[config.mk]
export PLATFORM = sky130hd
export DESIGN_NAME = keep_sequencer
export DESIGN_NICKNAME = d
export VERILOG_FILES = /design/src/rtl/keep_seq_pkg.sv /design/src/rtl/len_to_mask.sv /design/src/rtl/keep_sequencer.sv
export SDC_FILE = /design/constraint.sdc
export NUM_CORES = 1
export LEC_CHECK = 0
export ABC_AREA = 1
export CORE_MARGIN = 2
export CORE_UTILIZATION = 30
export DETAILED_ROUTE_END_ITERATION = 6
export PLACE_DENSITY = 0.58
export SYNTH_ARGS = -nofsm -noshare
export SYNTH_HDL_FRONTEND = slang
export SYNTH_SLANG_ARGS = --single-unit
[constraint.sdc]
create_clock -name clk -period 4.2 [get_ports clk]
set_input_delay 0.84 -clock clk [delete_from_list [all_inputs] [get_ports clk]]
set_output_delay 0.84 -clock clk [all_outputs]
set_load 0.02 [all_outputs]
[src/rtl/keep_seq_pkg.sv]
// rtl/keep_seq_pkg.sv - shared types for the keep sequencer
//
// Purpose: holds the sequencer FSM state encoding so the top and any
//          future helpers agree on it.
// Ports:   none (package).
package keep_seq_pkg;

  // IDLE: waiting for a length command; SEND: presenting beat descriptors.
  typedef enum logic {
    IDLE = 1'b0,
    SEND = 1'b1
  } seq_state_t;

endpackage

[src/rtl/len_to_mask.sv]
// rtl/len_to_mask.sv - byte count to thermometer byte-enable mask
//
// Purpose: turns a byte count (0..LEN_MAX) into a thermometer mask with the
//          LSB first: bit i is set when the count exceeds i.
// Ports:
//   len_i  [LEN_W-1:0]   byte count, expected to be <= LEN_MAX
//   mask_o [LEN_MAX-1:0] thermometer byte-enable
module len_to_mask
  import keep_seq_pkg::*;
#(
  parameter int LEN_W   = 4,
  parameter int LEN_MAX = 8
) (
  input  logic [LEN_W-1:0]   len_i,
  output logic [LEN_MAX-1:0] mask_o
);

  always_comb begin
    mask_o = '0;
    for (int i = 0; i < LEN_MAX; i++) begin
      mask_o[i] = (int'(len_i) > i);
    end
  end

endmodule

[src/rtl/keep_sequencer.sv]
// rtl/keep_sequencer.sv - splits a byte-length command into keep/last beats
//
// Purpose: accepts a packet length in bytes and emits one beat descriptor per
//          KEEP_W-byte beat, with a thermometer keep mask, a last flag and a
//          zero-based beat index. Flush aborts the current packet.
// Ports:
//   clk, rst            clock, synchronous active-high reset
//   cmd_valid_i         length command offered
//   cmd_len_i   [LEN_W] packet length in bytes
//   cmd_ready_o         command accepted (high only while idle)
//   flush_i             abort current packet, drop any concurrent command
//   beat_valid_o        beat descriptor presented
//   beat_ready_i        downstream consumes the beat
//   beat_keep_o [KEEP_W] byte-enable, LSB first
//   beat_last_o         final beat of the packet
//   beat_idx_o  [CNT_W] zero-based beat index
module keep_sequencer
  import keep_seq_pkg::*;
#(
  parameter int LEN_W  = 16,
  parameter int KEEP_W = 8,
  parameter int CNT_W  = LEN_W - $clog2(KEEP_W) + 1
) (
  input  logic              clk,
  input  logic              rst,
  input  logic              cmd_valid_i,
  input  logic [LEN_W-1:0]  cmd_len_i,
  output logic              cmd_ready_o,
  input  logic              flush_i,
  output logic              beat_valid_o,
  input  logic              beat_ready_i,
  output logic [KEEP_W-1:0] beat_keep_o,
  output logic              beat_last_o,
  output logic [CNT_W-1:0]  beat_idx_o
);

  // Width able to hold the values 0..KEEP_W inclusive.
  localparam int               MASK_LW  = $clog2(KEEP_W) + 1;
  localparam logic [LEN_W-1:0] KEEP_LEN = LEN_W'(KEEP_W);

  seq_state_t         r_state;
  seq_state_t         w_state_nxt;
  logic [LEN_W-1:0]   r_rem;
  logic [LEN_W-1:0]   w_rem_nxt;
  logic [CNT_W-1:0]   r_idx;
  logic [CNT_W-1:0]   w_idx_nxt;
  logic               w_last;
  logic [MASK_LW-1:0] w_rem_min;
  logic [KEEP_W-1:0]  w_mask;

  // The remaining count fits in one beat; it then also fits in MASK_LW bits,
  // so the narrow slice below is exact whenever it is selected.
  assign w_last    = (r_rem <= KEEP_LEN);
  assign w_rem_min = w_last ? r_rem[MASK_LW-1:0] : MASK_LW'(KEEP_W);

  len_to_mask #(
    .LEN_W  (MASK_LW),
    .LEN_MAX(KEEP_W)
  ) u_len_to_mask (
    .len_i (w_rem_min),
    .mask_o(w_mask)
  );

  always_ff @(posedge clk) begin
    if (rst) begin
      r_state <= IDLE;
      r_rem   <= '0;
      r_idx   <= '0;
    end else begin
      r_state <= w_state_nxt;
      r_rem   <= w_rem_nxt;
      r_idx   <= w_idx_nxt;
    end
  end

  always_comb begin
    w_state_nxt  = r_state;
    w_rem_nxt    = r_rem;
    w_idx_nxt    = r_idx;
    cmd_ready_o  = (r_state == IDLE);
    beat_valid_o = (r_state == SEND);
    beat_keep_o  = '0;
    beat_last_o  = 1'b0;
    beat_idx_o   = '0;

    if (r_state == SEND) begin
      beat_keep_o = w_mask;
      beat_last_o = w_last;
      beat_idx_o  = r_idx;
    end

    case (r_state)
      IDLE: begin
        // A zero-length command still handshakes but produces no beats.
        if (cmd_valid_i && (cmd_len_i != '0)) begin
          w_state_nxt = SEND;
          w_rem_nxt   = cmd_len_i;
          w_idx_nxt   = '0;
        end
      end
      SEND: begin
        if (beat_ready_i) begin
          if (w_last) begin
            w_state_nxt = IDLE;
            w_rem_nxt   = '0;
            w_idx_nxt   = '0;
          end else begin
            w_rem_nxt = r_rem - KEEP_LEN;
            w_idx_nxt = r_idx + CNT_W'(1);
          end
        end
      end
      default: begin
        w_state_nxt = IDLE;
        w_rem_nxt   = '0;
        w_idx_nxt   = '0;
      end
    endcase

    // Flush overrides any beat or command handshake in the same cycle.
    if (flush_i) begin
      w_state_nxt = IDLE;
      w_rem_nxt   = '0;
      w_idx_nxt   = '0;
    end
  end

endmodule

==> results of run 1 <==
-- Yosys cell counts, types with 4 or more instances --
library cell  number  area [µm²]
nor3_1             4        20.0
a21oi_1           12        60.1
nor2_2            16         100
inv_1             47         176
dfxtp_1           31         621
nand2_1          117         439
nand3_1           31         155
xor2_1             5        43.8
buf_6              5        56.3
o21ai_0           15        75.1
nand2_2            4        25.0
nor2_4             4        45.0
nor2_1            67         251
-- sequential cells by signal (all words and copies together) (netlist names) --
register,count
beat_valid_o,1
r_rem,16
r_idx,14
-- cell type report --
cell class | count | area [µm²] | share of cell area
Sequential cell | 31 | 621 | 0.213
Inverter | 48 | 180 | 0.0617
Clock buffer | 6 | 82.6 | 0.0283
Clock inverter | 2 | 35.0 | 0.0120
Timing Repair Buffer | 47 | 465 | 0.159
Multi-Input combinational cell | 294 | 1410 | 0.483
Tap cell | 99 | 124 | 0.0424
-- layout by cell type (no fill, tap or decap), drive strengths merged --
cell	n
nand2	125
nor2	87
inv	48
clkdlybuf4s50	45
nand3	33
dfxtp	31
o21ai	16
a21oi	14
clkbuf	6
xor2	5
nor3	4
xnor2	3
nand4	2
a31oi	2
ha	2
buf	2
o31ai	1
bufinv	1
clkinv	1
-- cell families after synthesis --
group,Yosys count,synth area share
buf+inv,59,0.114
fa+ha+maj,2,0.0109
flops,31,0.270
xor+xnor,8,0.0305
compound gates,33,0.0774
simple gates,251,0.496
-- routing by layer --
| metal | track usage | routed length (µm) | vias to the layer above |
|---|---|---|---|
| met5 | 0 | 0 | - |
| met4 | 0.0417 | 93 | 0 |
| met3 | 0.0315 | 282 | 8 |
| met2 | 0.243 | 2630 | 43 |
| met1 | 0.196 | 2820 | 1044 |
| li1 | - | - | 1265 |
-- worst paths after layout --
kind / from / endpoint / slack (ns) / depth (start not counted)
setup / recovery: r_rem[1]$_SDFFE_PP0P_ / beat_keep_o[4] / 1.22 / 9
hold / removal: r_idx[11]$_SDFFE_PP0P_ / r_idx[11]$_SDFFE_PP0P_ / 0.52 / 2
setup reg to reg: beat_valid_o$_SDFF_PP0_ / r_rem[14]$_SDFFE_PP0P_ / 2.60 / 6
hold reg to reg: r_idx[11]$_SDFFE_PP0P_ / r_idx[11]$_SDFFE_PP0P_ / 0.52 / 2
-- where the power goes --
| part | switching (mW) | internal [mW] |
|---|---|---|
| clock network | 0.126 | 0.192 |
| logic | 0.127 | 0.0772 |
| registers | 0.00928 | 0.303 |
-- tightest hold or removal path: stages, from the launching register on --
cell	delay, ns
dfxtp_1	0.35
a21oi_1	0.05
nor2_1	0.08
==> flow_metrics.tcl, run 1 <==
set metrics [dict create \
    outcome "completed" \
    tightest_slew_ns 0.754 \
    cts_tree "done" \
    syn_area_um2 2290 \
    synthCells 384 \
    end_kind "output port" \
    hp-class "reg -> reg" \
    grt_max_degree 47 \
    ant_nets 0 \
    final_cells 527 \
    drive_gt1_frac 0.100 \
    worst_hold_slack_ns 0.516 \
    area_delta_synth_final_pct 27.2 \
    finalSetupViolCount 0 \
    synth_area_per_cell_um2 5.98 \
    post_cts_resized 0 \
    p_leak_nw 1.33 \
    cpMostUsedCell "nand2_1" \
    p_total_mw 0.834 \
    timing.final.ws_setup_ns 1.22 \
    relSlewSlack 0.497 \
    fill_cells 802 \
    core_region_area_um2 7330 \
    cts_buffers 5 \
    diodes 0 \
    placed_area_um2 2800 \
    synthArstFlopShare 0 \
    io_pins 46 \
    cts_sinks 31 \
    max_freq_mhz 336 \
    detailedPlace.worstSlack_ns 1.55 \
    yosys_warnings 0 \
    synth-edff-count 0 \
    via_per_inst 4.48 \
    port_buffers 45 \
    cts_root_buf "clkbuf_8" \
    clock_skew_ns 0.00541 \
    overflow 0 \
    setup.worst_path.class "reg -> out" \
    synth_fp_nets 407 \
    num_rows 31 \
    yosysSeqAreaShare 0.270 \
    critPathLaunchType "flip-flop" \
    grt_antenna_before_repair 0 \
    cp.required_ns 3.36 \
    finalCritPeriodShare 0.709 \
    place_hpwl_um 4360 \
    critical-path-slowest-cell "clkdlybuf4s50_1" \
    dr.pass1.iters 4 \
    place.gp.congestion 0.817 \
    final_nets 450 \
    hold_buffers 0 \
    path_buf_inv 1 \
    dieHeight_um 91.5 \
    synth-seq-cells 31 \
    crit_chain "nor2_2, nand2_1, nand2_2, nand2_1, nor2_2, nand2_1, nand2_1, a31oi_1, clkdlybuf4s50_1" \
    finalHoldViolations 0 \
    cp_data_arrival_time_ns 2.14 \
    drc_errors 0 \
    fin_tns_setup_ns 0 \
    maxCapViolCount 0 \
    post_cts_buffers 0 \
    cp_max_fo 6 \
    wl_um 5830 \
    dieArea_um2 8360 \
    final_core_util 0.398 \
    fin_crit_ns 2.98 \
    grt_first_pass_wirelength_um 10300 \
    path_delay_family "buffers and inverters" \
    start_util 0.313 \
    h-tree-depth 2 \
    ys_types 27 \
    dp.cells 519 \
    grt_pass1_vias 2260 \
    rsz0062_at_grt "false" \
    via_count 2360 \
    cts.clk_slew.worst_paths_ns 0.07 \
    wl_per_cell_um 11.1 \
    vdd_drop_max_uv 131 \
    slew_violations 0 \
    dieWidth_um 91.5 \
    drtIter0Drc 104 \
    clockBufferDepth 2 \
    fin_area_um2 2920 \
    power_density_nw_per_um2 286 \
    insertion_delay_ns 0.29 \
    grt_usage 0.148 \
    yosys_most_used_dff "dfxtp_1" \
    slowest_delay_ns 0.63 \
]
Power figures use the tool's default switching activity.
==> run 2: changes to the inputs <==
Clock period 4.2 ns to 2.97 ns, I/O delays scaled along.
==> run 2 against run 1 <==
  * Worst hold slack better by 0.0036 ns
  * Combinational power increased by 39%
  * Highest routed layer unchanged
  * Cell area shrank 0.26%
  * First-iteration DRC count unchanged
  * Die area is the same
  * Count of clock-buffer cells in the layout unchanged
  * Critical endpoint unchanged
  * Final cell count unchanged
  * Total power grew 37%
  * Clock skew up 0.0014 ns
==> flow_metrics.tcl, run 2 (synthesis gave the netlist of run 1 again) <==
set metrics [dict create \
    finalCritPeriodShare 0.933 \
    worst-r2r-setup-slack_ns 1.23 \
    r2r_end "r_rem[12]$_SDFFE_PP0P_" \
    grt_first_pass_wirelength_um 10400 \
    slew_violations 0 \
    cp_data_arrival_time_ns 2.18 \
    clockBufferDepth 2 \
    core_region_area_um2 7330 \
    area_delta_synth_final_pct 26.9 \
    diodes 0 \
    fin_crit_ns 2.77 \
    dr.pass1.iters 4 \
    multiInputGateArea_um2 1410 \
    start_util 0.313 \
    cts.clk_slew.worst_paths_ns 0.07 \
    end_kind "output port" \
    r2r_start "beat_valid_o$_SDFF_PP0_" \
    place.gp.congestion 0.838 \
    port_buffers 45 \
    cts_tree "done" \
    io_pins 46 \
    post_cts_resized 0 \
    fin_area_um2 2910 \
    hold_path_depth 2 \
    wl_um 5820 \
    layout_common_cells "nand2_1, nor2_1, inv_1" \
    dieHeight_um 91.5 \
    grt_pass1_vias 2289 \
    drive_gt1_frac 0.0981 \
    cts_buffers 5 \
    seq_area_um2 621 \
    cts_sinks 31 \
    finalSetupViolCount 0 \
    max_flop_register "r_rem" \
    outcome "completed" \
    dieWidth_um 91.5 \
    power_density_nw_per_um2 392 \
    endpoint "beat_keep_o[4]" \
    wl_per_cell_um 11.0 \
    critical-path-slowest-cell "clkdlybuf4s50_1" \
    final_core_util 0.397 \
    placed_area_um2 2810 \
    path_buf_inv 1 \
    cpMostUsedCell "nand2_1" \
    path_delay_family "buffers and inverters" \
    ant_nets 0 \
    drtIter0Drc 104 \
    fin_tns_setup_ns 0 \
    hold_buffers 0 \
    crit_chain "nor2_2, nand2_1, nand2_2, nand2_1, nor2_2, nand2_1, nand2_1, a31oi_1, clkdlybuf4s50_1" \
    relSlewSlack 0.770 \
    insertion_delay_ns 0.29 \
    rsz0062_at_grt "false" \
    final_common_cell "nand2_1" \
    clock_skew_ns 0.00678 \
    overflow 0 \
    dieArea_um2 8360 \
    cp_max_fo 6 \
    p_leak_nw 1.32 \
    setup.worst_path.class "reg -> out" \
    vdd_drop_max_uv 176 \
    largest_reg_flops 16 \
    max_freq_mhz 361 \
    via_count 2365 \
    hp-class "reg -> reg" \
    h-tree-depth 2 \
    slowest_delay_ns 0.64 \
    maxCapViolCount 0 \
    cp.required_ns 2.38 \
    drc_errors 0 \
    final_nets 451 \
    grt_usage 0.151 \
    num_rows 31 \
    critPathLaunchType "flip-flop" \
    ff2ff_path_depth 6 \
    worst-path-stages 9 \
    grt_antenna_before_repair 0 \
    fill_cells 792 \
    via_per_inst 4.49 \
    finalHoldViolations 0 \
    post_cts_buffers 0 \
    place_hpwl_um 4310 \
    startpoint "r_rem[1]$_SDFFE_PP0P_" \
    cts_root_buf "clkbuf_8" \
    tightest_slew_ns 0.345 \
    grt_max_degree 47 \
]
==> run 2: cell count changes in the layout (fill, tap and decap cells not counted) <==
cell	previous run	this run
buf_4	2	3
clkbuf_1	0	1
clkbuf_8	6	5
clkinv_2	1	0
==> run 2: how the worst min path moves through the flow <==
| stage | slack [ns] | endpoint | from |
|---|---|---|---|
| detailed placement | 0.50 | r_rem[2]$_SDFFE_PP0P_ | r_rem[2]$_SDFFE_PP0P_ |
| finish | 0.52 | r_rem[2]$_SDFFE_PP0P_ | r_rem[2]$_SDFFE_PP0P_ |
| global placement | 0.50 | r_rem[2]$_SDFFE_PP0P_ | r_rem[2]$_SDFFE_PP0P_ |
| global route | 0.56 | r_idx[13]$_SDFFE_PP0P_ | r_idx[13]$_SDFFE_PP0P_ |
| CTS | 0.51 | r_rem[2]$_SDFFE_PP0P_ | r_rem[2]$_SDFFE_PP0P_ |
| floorplan | 0.47 | r_rem[2]$_SDFFE_PP0P_ | r_rem[2]$_SDFFE_PP0P_ |
==> run 2: final cells by class <==
| cell class | count | area share |
|---|---|---|
| multi-input cells | 294 | 0.485 |
| clock buffers | 6 | 0.0249 |
| clock inverters | 1 | 0.0103 |
| inverters | 48 | 0.0619 |
| repair buffers | 48 | 0.162 |
| flip-flops and latches | 31 | 0.213 |
| well taps | 99 | 0.0425 |
==> run 2: stage by stage <==
step | setup WS (ns) | cells | total power [mW] | hold slack, ns
CTS | 0.195 | 527 | 1.16 | 0.513
detailed placement | 0.538 | 520 | 0.739 | 0.501
global route | 0.0196 | 527 | 1.21 | 0.558
floorplan | 0.855 | 384 | 0.658 | 0.472
finish | 0.198 | 527 | 1.14 | 0.520
global placement | 0.512 | 520 | 0.737 | 0.503
==> run 2: power by group <==
group          leakage [nW]  switching (mW)  internal, mW  total [mW]
Sequential            0.252          0.0152         0.428       0.443
Combinational          1.02           0.174         0.110       0.284
Clock                0.0513           0.167         0.246       0.412
Total                  1.32           0.356         0.784        1.14
==> run 2: layer usage <==
metal	vias to the layer above	share of wire	global-route usage	wire, µm
met5	-	0	0	0
li1	1269	-	-	-
met2	49	0.45	0.243	2600
met1	1039	0.50	0.200	2880
met4	0	0.020	0.0619	115
met3	8	0.038	0.0249	223
==> run 2: tightest hold or removal path: stages, from the launching register on <==
cell and delay [ns]:
dfxtp_1 0.34, nand2_1 0.06, o21ai_0 0.07
==> run 3: changes to the inputs <==
Clock period 2.97 ns to 2.6 ns, I/O delays scaled along.
==> run 3 against run 2 <==
  * Largest power group is now the clock network
  * Sequential cell count unchanged
  * Largest cell class unchanged
  * Sequential power up 14%
  * Global-route usage down 0.31 points
  * Critical endpoint is now beat_keep_o[0]
  * Critical path type unchanged
==> flow_metrics.tcl, run 3 (synthesis gave the netlist of run 1 again) <==
set metrics [dict create \
    cp_max_fo 5 \
    cp_data_arrival_time_ns 1.94 \
    wl_um 5840 \
    dr.pass1.iters 4 \
    final_common_cell "nand2_1" \
    slowest_delay_ns 0.35 \
    clockBufferDepth 2 \
    multiInputGateArea_um2 1420 \
    critical-path-slowest-cell "dfxtp_1" \
    insertion_delay_ns 0.29 \
    diodes 0 \
    rsz0062_at_grt "false" \
    place.gp.congestion 0.893 \
    via_count 2417 \
    place_hpwl_um 4360 \
    num_rows 31 \
    ant_nets 0 \
    drc_errors 0 \
    critPathLaunchType "flip-flop" \
    overflow 0 \
    cts_sinks 31 \
    drtIter0Drc 110 \
    finalSetupViolCount 0 \
    post_cts_buffers 0 \
    area_delta_synth_final_pct 28.4 \
    dieWidth_um 91.5 \
    finalCritPeriodShare 0.945 \
    startpoint "r_rem[5]$_SDFFE_PP0P_" \
    grt_first_pass_wirelength_um 10300 \
    grt_pass1_vias 2311 \
    core_region_area_um2 7330 \
    path_buf_inv 1 \
    grt_max_degree 47 \
    fin_tns_setup_ns 0 \
    power_density_nw_per_um2 454 \
    fill_cells 804 \
    via_per_inst 4.55 \
    cp.required_ns 2.08 \
    p_leak_nw 1.38 \
    io_pins 46 \
    detailedPlace.worstSlack_ns 0.237 \
    outcome "completed" \
    h-tree-depth 2 \
    r2r_start "beat_valid_o$_SDFF_PP0_" \
    max_flop_register "r_rem" \
    vdd_drop_max_uv 208 \
    start_util 0.313 \
    cts_tree "done" \
    end_kind "output port" \
    largest_reg_flops 16 \
    clock_skew_ns 0.00198 \
    setup.worst_path.class "reg -> out" \
    p_total_mw 1.34 \
    worstHoldStart "r_rem[2]$_SDFFE_PP0P_" \
    cts_root_buf "clkbuf_8" \
    final_nets 454 \
    grt_antenna_before_repair 0 \
    final_core_util 0.402 \
    wl_per_cell_um 11.0 \
    cts_buffers 5 \
    seq_area_um2 621 \
    slew_violations 0 \
    relSlewSlack 0.786 \
    grt_usage 0.148 \
    maxCapViolCount 0 \
    path_delay_family "simple AND/OR/NAND/NOR gates" \
    cts.clk_slew.worst_paths_ns 0.07 \
    fin_crit_ns 2.46 \
    timing.final.ws_setup_ns 0.142 \
    dieArea_um2 8360 \
    worst_hold_slack_ns 0.511 \
    crit_chain "nor2_2, nand2_2, nor2_2, nand2_1, nor2_2, nand2_1, nand2_1, o31ai_1, dlygate4sd2_1" \
    finalHoldViolations 0 \
    dieHeight_um 91.5 \
    max_freq_mhz 407 \
    drive_gt1_frac 0.109 \
    tightest_slew_ns 0.321 \
    port_buffers 45 \
    layout_common_cells "nand2_1, nor2_1, inv_1" \
    hp-class "reg -> reg" \
]
run 3: tightest hold or removal path, stage by stage, from the launching register on:
cell     delay (ns)
dfxtp_1        0.33
nand2_1        0.06
o21ai_0        0.06
run 3: what timing repair did:
action | CTS | global route
hold buffers | 0 | 0
resized for setup | 7 | 1
setup endpoints to repair | 7 | 1
run 3: per-stage QoR:
stage               instances  instance area [µm²]
global route              531                 2950
detailed placement        523                 2830
floorplan                 384                 2290
CTS                       531                 2940
finish                    531                 2950
global placement          523                 2830
run 3: layer usage:
| metal | track usage | share of wire |
|---|---|---|
| met1 | 0.195 | 0.50 |
| met2 | 0.238 | 0.44 |
| met3 | 0.0241 | 0.037 |
| met4 | 0.0657 | 0.023 |
| met5 | 0 | 0 |
run 3: worst paths after layout:
kind / to / slack (ns) / cells past startpoint
setup / recovery: beat_keep_o[0] / 0.14 / 9
setup reg to reg: r_rem[14]$_SDFFE_PP0P_ / 1.02 / 6
hold reg to reg: r_rem[2]$_SDFFE_PP0P_ / 0.51 / 2
hold / removal: r_rem[2]$_SDFFE_PP0P_ / 0.51 / 2
run 3: where the power goes:
part,switching [mW],internal (mW)
clock,0.195,0.310
sequential,0.0151,0.489
combinational,0.205,0.124
total,0.415,0.924
run 3: cell type report:
type / count / share of cell area
flip-flops and latches: 31 / 0.211
inverters: 48 / 0.0612
well taps: 99 / 0.0421
repair buffers: 51 / 0.165
clock inverters: 2 / 0.0119
clock buffers: 6 / 0.0280
multi-input cells: 294 / 0.481
